<file path="src/rtl/imem_loader_pkg.sv">
`default_nettype none
// ============================================================================
// Module      : imem_loader_pkg
// Description : Shared types and constants for the instruction-memory loader.
// Revision    : 1.0 - initial release
// ============================================================================
package imem_loader_pkg;

    localparam int c_word_w            = 32;
    localparam int c_default_max_words = 1024;

    typedef enum logic [2:0] {
        LEN_HI = 3'd0,
        LEN_LO = 3'd1,
        DATA   = 3'd2,
        CSUM   = 3'd3,
        DONE   = 3'd4,
        ERR    = 3'd5
    } state_t;

endpackage
`default_nettype wire

</file>
<file path="src/rtl/imem_word_packer.sv">
`default_nettype none
// ============================================================================
// Module      : imem_word_packer
// Description : Collects four stream bytes, MSB first, into one 32-bit word.
// Revision    : 1.0 - initial release
// ============================================================================
module imem_word_packer
    import imem_loader_pkg::*;
(
    input  logic                clk,
    input  logic                rst,
    input  logic                i_clear,
    input  logic                i_byte_valid,
    input  logic [7:0]          i_byte,
    output logic                o_word_valid,
    output logic [c_word_w-1:0] o_word
);

    logic [23:0] r_shift;
    logic [1:0]  r_cnt;

    always_ff @(posedge clk or negedge rst) begin
        if (!rst) begin
            r_shift <= 24'd0;
            r_cnt   <= 2'd0;
        end else if (i_clear) begin
            r_shift <= 24'd0;
            r_cnt   <= 2'd0;
        end else if (i_byte_valid) begin
            r_shift <= {r_shift[15:0], i_byte};
            r_cnt   <= r_cnt + 2'd1;
        end
    end

    // The fourth byte completes the word in the same cycle it is offered.
    assign o_word_valid = i_byte_valid && (r_cnt == 2'd3);
    assign o_word       = {r_shift, i_byte};

endmodule
`default_nettype wire

</file>
<file path="src/rtl/imem_loader.sv">
`default_nettype none
// ============================================================================
// Module      : imem_loader
// Description : Boot loader; streams a length-prefixed image into instruction
//               memory and holds the core in reset until it is complete.
//               Define IMEM_LOADER_CHECKSUM_EN to require a trailing checksum.
// Revision    : 1.0 - initial release
// ============================================================================
module imem_loader
    import imem_loader_pkg::*;
#(
    parameter int ADDR_W    = 16,
    parameter int MAX_WORDS = c_default_max_words
)
(
    input  logic                clk,
    input  logic                rst,
    input  logic                start,
    input  logic                in_valid,
    input  logic [7:0]          in_data,
    output logic                in_ready,
    output logic                wr_en,
    output logic [ADDR_W-1:0]   wr_addr,
    output logic [c_word_w-1:0] wr_data,
    output logic                cpu_hold,
    output logic                done,
    output logic                error
);

    localparam int c_cnt_w = (ADDR_W > 16) ? ADDR_W : 16;

    if (MAX_WORDS > (1 << ADDR_W)) begin : g_cfg_check
        $error("imem_loader: MAX_WORDS exceeds the ADDR_W address space");
    end

    state_t               r_state;
    logic [7:0]           r_len_hi;
    logic [c_cnt_w-1:0]   r_word_cnt;
    logic [c_cnt_w-1:0]   r_last_idx;

    logic                 w_fire;
    logic [15:0]          w_len;
    logic                 w_len_big;
    logic                 w_rearm;
    logic                 w_pack_byte;
    logic                 w_word_valid;
    logic [c_word_w-1:0]  w_word;

`ifdef IMEM_LOADER_CHECKSUM_EN
    logic [7:0]           r_csum;
    logic [7:0]           w_csum_next;
    assign w_csum_next = r_csum + in_data;
`endif

    assign in_ready    = (r_state == LEN_HI) || (r_state == LEN_LO) ||
                         (r_state == DATA)   || (r_state == CSUM);
    assign w_fire      = in_valid && in_ready;
    assign w_len       = {r_len_hi, in_data};
    assign w_len_big   = {16'd0, w_len} > 32'(MAX_WORDS);
    assign w_rearm     = start && ((r_state == DONE) || (r_state == ERR));
    assign w_pack_byte = w_fire && (r_state == DATA);

    imem_word_packer u_packer (
        .clk          (clk),
        .rst          (rst),
        .i_clear      (w_rearm),
        .i_byte_valid (w_pack_byte),
        .i_byte       (in_data),
        .o_word_valid (w_word_valid),
        .o_word       (w_word)
    );

    always_ff @(posedge clk or negedge rst) begin
        if (!rst) begin
            r_state    <= LEN_HI;
            r_len_hi   <= 8'd0;
            r_word_cnt <= '0;
            r_last_idx <= '0;
            wr_en      <= 1'b0;
            wr_addr    <= '0;
            wr_data    <= '0;
            cpu_hold   <= 1'b1;
            done       <= 1'b0;
            error      <= 1'b0;
`ifdef IMEM_LOADER_CHECKSUM_EN
            r_csum     <= 8'd0;
`endif
        end else begin
            wr_en <= 1'b0;
`ifdef IMEM_LOADER_CHECKSUM_EN
            if (w_fire) begin
                r_csum <= w_csum_next;
            end
`endif
            case (r_state)
                LEN_HI: begin
                    if (w_fire) begin
                        r_len_hi <= in_data;
                        r_state  <= LEN_LO;
                    end
                end
                LEN_LO: begin
                    if (w_fire) begin
                        r_last_idx <= c_cnt_w'(w_len - 16'd1);
                        if (w_len_big) begin
                            r_state <= ERR;
                            error   <= 1'b1;
                        end else if (w_len == 16'd0) begin
`ifdef IMEM_LOADER_CHECKSUM_EN
                            r_state  <= CSUM;
`else
                            r_state  <= DONE;
                            done     <= 1'b1;
                            cpu_hold <= 1'b0;
`endif
                        end else begin
                            r_state <= DATA;
                        end
                    end
                end
                DATA: begin
                    if (w_word_valid) begin
                        wr_en      <= 1'b1;
                        wr_addr    <= r_word_cnt[ADDR_W-1:0];
                        wr_data    <= w_word;
                        r_word_cnt <= r_word_cnt + c_cnt_w'(1);
                        if (r_word_cnt == r_last_idx) begin
`ifdef IMEM_LOADER_CHECKSUM_EN
                            r_state  <= CSUM;
`else
                            r_state  <= DONE;
                            done     <= 1'b1;
                            cpu_hold <= 1'b0;
`endif
                        end
                    end
                end
`ifdef IMEM_LOADER_CHECKSUM_EN
                CSUM: begin
                    if (w_fire) begin
                        if (w_csum_next == 8'h00) begin
                            r_state  <= DONE;
                            done     <= 1'b1;
                            cpu_hold <= 1'b0;
                        end else begin
                            r_state <= ERR;
                            error   <= 1'b1;
                        end
                    end
                end
`endif
                DONE, ERR: begin
                    // Re-arming clears all progress and re-asserts core reset at once.
                    if (start) begin
                        r_state    <= LEN_HI;
                        r_word_cnt <= '0;
                        cpu_hold   <= 1'b1;
                        done       <= 1'b0;
                        error      <= 1'b0;
`ifdef IMEM_LOADER_CHECKSUM_EN
                        r_csum     <= 8'd0;
`endif
                    end
                end
                default: begin
                    r_state <= ERR;
                    error   <= 1'b1;
                end
            endcase
        end
    end

endmodule
`default_nettype wire

</file>
<file path="config.mk">
export PLATFORM = sky130hd
export DESIGN_NAME = imem_loader
export DESIGN_NICKNAME = d
export VERILOG_FILES = /design/src/rtl/imem_loader_pkg.sv /design/src/rtl/imem_word_packer.sv /design/src/rtl/imem_loader.sv
export SDC_FILE = /design/constraint.sdc
export NUM_CORES = 1
export LEC_CHECK = 0
export BUFFER_PORTS_ARGS = -buffer_cell sky130_fd_sc_hd__buf_2
export CORE_MARGIN = 2
export CORE_UTILIZATION = 32
export CTS_CLUSTER_SIZE = 14
export DETAILED_ROUTE_END_ITERATION = 8
export GPL_TIMING_DRIVEN = 0
export SLEW_MARGIN = 10
export SYNTH_ARGS = -nofsm -noshare
export SYNTH_HDL_FRONTEND = slang
export SYNTH_HIERARCHICAL = 1
export SYNTH_SLANG_ARGS = --single-unit
</file>
<file path="constraint.sdc">
create_clock -name clk -period 6.35 [get_ports clk]
set_clock_uncertainty 0.15 [all_clocks]
set_input_delay 0.3175 -clock clk [delete_from_list [all_inputs] [get_ports clk]]
set_output_delay 0.3175 -clock clk [all_outputs]
set_load 0.01 [all_outputs]
</file>
==> results.yml <==
clock_network:
  cts_root_buf: "clkbuf_16"
  cts.sinks: 121
  clk_pin_slew_ns: 0.06
  clk_latency_ns: 0.41
  cts_resized: 0
  cts_tree: "built"
  post_cts_buffers: 0
  cts_inserted_buffers: 17
  cts_buffer_depth: 2
  cts_htree_levels: 4
logic_synthesis:
  syn-cell-area_sq_um: 5415
  ys_seq_elements: 121
  ys_async_sr_fraction: 1.000
  syn-instance-count: 454
  synth_cell_types: 43
  ys_warn_count: 6
  synth_enable_flop_cells: 0
  synthFlopType: "dfrtp_1"
  synth_area_per_cell_sq_um: 11.93
  synth.net_count: 470
  seq_area_frac_synth: 0.5594
sta:
  grt_setup_unrepaired: "false"
  hold_viol: 0
  max_freq_mhz: 263.9
  slew_headroom: 0.2059
  tightestPinTransition_ns: 1.182
  slew_viol_final: 0
  finalWorstPathRequiredPeriod_ns: 3.789
  final-setup-viol-count: 0
  finalCritPeriodShare: 0.5966
  fin_tns_setup_ns: 0
setup_path:
  worst-path-buf-inv: 5
  path_class: "flip-flop to flip-flop"
  start_kind: "flip-flop"
  worstPathMaxFanout: 10
  crit_required_ns: 6.50
  critical_path.top_delay_family: "buffers and inverters"
  slowest_delay_ns: 0.53
  path_common_cell: "clkbuf_1"
  cp.depth: 10
  reg2regPathDepth: 10
  cp_cell_sequence: "clkbuf_1 > nor2_1 > and3_1 > buf_6 > buf_12 > and2_1 > nor4bb_1 > clkbuf_1 > clkbuf_1 > mux2_2"
  cp-end-kind: "flip-flop"
  cpMaxStageDelayCell: "clkbuf_1"
  rrSetupSlack_ns: 2.56
  worstPathArrival_ns: 3.94
worst_hold_path:
  hp-class: "input port to flip-flop"
  holdPathStages: 3
drt:
  vias: 3678
  routed_wl_microns: 11740
  drt_pass1_iterations: 4
  drtAntennaViolNets: 0
  drc_errors: 0
  drt_iter0_drc: 187
  wl_per_cell_microns: 15.21
  via_per_inst: 4.764
cells_and_area:
  fin_nets: 555
  area_delta_synth_final_pct: 22.39
  antenna_cells: 0
  fill_cells: 1612
  final_common_cell: "dfrtp_1"
  drive_gt1_frac: 0.3170
  layout_common_cells: "dfrtp_1, buf_2, mux2_2"
placed_design:
  dp_hpwl_microns: 8376
  port_buffers: 64
  place_congestion: 0.7946
grt:
  grt_first_pass_wirelength_microns: 19450
  grt_antenna_before_repair: 0
  grt_pass1_vias: 3733
  overflow: 0
  grt.total_usage: 0.1399
  grt_max_degree: 88
die:
  ioPinCount: 65
  die_y_microns: 134.1
  chipWidth_microns: 134.1
  core_area_sq_um: 16580
  initial_core_util: 0.3265
  die_area_sq_um: 17980
  core.rowCount: 47
status:
  run_status: "finished, final reports clean"
power:
  p_leak_nw: 3.276
  power_density_nw_per_um2: 331.4
  fin_total_pwr_mw: 2.196
  ir_drop_uv: 200.7
flow_run:
  cap_violations: 0
state kept, by name, indices dropped and copies added (netlist names):
| register | count |
|---|---|
| cpu_hold | 1 |
| r_word_cnt | 16 |
| wr_en | 1 |
| wr_data | 32 |
| r_last_idx | 16 |
| r_state | 3 |
| done | 1 |
| error | 1 |
| u_packer/r_shift | 24 |
| wr_addr | 16 |
| r_len_hi | 8 |
| u_packer/r_cnt | 2 |
power breakdown:
group / switching [mW] / leakage [nW] / internal (mW)
Combinational: 0.198 / 1.36 / 0.139
Sequential: 0.0742 / 1.64 / 0.863
Clock: 0.361 / 0.276 / 0.560
what timing repair did:
action	in CTS	in global routing
hold buffers	1	0
setup endpoints to repair	0	0
endpoints found under the hold margin	34	0
cell usage after synthesis, drive strengths merged (2+ instances only):
master,number,area (sq um)
nand3b,4,30.03
xnor2,7,61.31
dfrtp,120,3003
xor2,34,297.8
nand4,4,25.02
nor3b,2,15.01
inv,5,18.77
a21oi,8,40.04
and3,3,18.77
buf,19,151.4
nand2b,4,25.02
ha,4,50.05
nor3,7,35.03
or3,4,25.02
mux2,57,641.9
nand2,26,97.59
and2,2,12.51
o21ai,23,115.1
nor2b,2,12.51
nor4,8,50.05
or4,2,15.01
mux2i,25,250.2
nor2,47,178.9
nand3,11,55.05
clkbuf,11,41.29
o211a,2,20.02
metrics by stage:
stage	hold slack, ns	util	setup WS [ns]	cell area [sq um]	std cells
floorplan	-0.1281	-	3.441	5415	454
global placement	0.3341	0.3625	2.686	6011	738
detailed placement	0.08589	0.3645	2.559	6045	739
CTS	0.1027	0.3997	2.527	6628	772
global route	0.1129	0.3997	2.260	6628	772
finish	0.1136	0.3997	2.561	6628	772
worst paths after layout:
path                              from          end
setup / recovery            r_state[2]  wr_data[11]
hold / removal                in_valid   r_state[0]
setup reg to reg            r_state[2]  wr_data[11]
hold reg to reg            wr_addr[10]  wr_addr[10]
max in group asynchronous          rst     cpu_hold
min in group asynchronous          rst  wr_data[27]
cell type report:
class / count / area [sq um] / share of cell area
inverter: 6 / 22.52 / 0.003398
clock buffer: 19 / 452.9 / 0.06834
tap: 220 / 275.3 / 0.04153
timing repair buffer: 66 / 364.1 / 0.05494
sequential: 121 / 3029 / 0.4571
multi-input combinational: 297 / 2171 / 0.3275
buffer: 30 / 192.7 / 0.02907
clock inverter: 13 / 120.1 / 0.01812
routing by layer:
metal / vias to the layer above / routed length (microns) / track usage
met3: 9 / 416 / 0.04119
met5: - / 0 / 0
li1: 1739 / - / -
met4: 0 / 119 / 0.05088
met1: 1859 / 5514 / 0.1824
met2: 71 / 5693 / 0.2222
worst register-to-register path, cell delays in order, from the launching register on:
cell and delay [ns]:
dfrtp_1 0.35, clkbuf_1 0.20, nor2_1 0.28, and3_1 0.22, buf_6 0.18, buf_12 0.16
and2_1 0.18, nor4bb_1 0.51, clkbuf_1 0.53, clkbuf_1 0.51, mux2_2 0.40
cell families after synthesis:
group / count (synthesis) / share of synthesized area
fa+ha+maj: 4 / 0.009243
buf+inv: 36 / 0.03974
xor+xnor: 41 / 0.06631
flops: 121 / 0.5594
simple gates: 130 / 0.1169
compound gates: 40 / 0.04367
mux: 82 / 0.1647
Note: power is estimated with default switching activity, not from simulation.
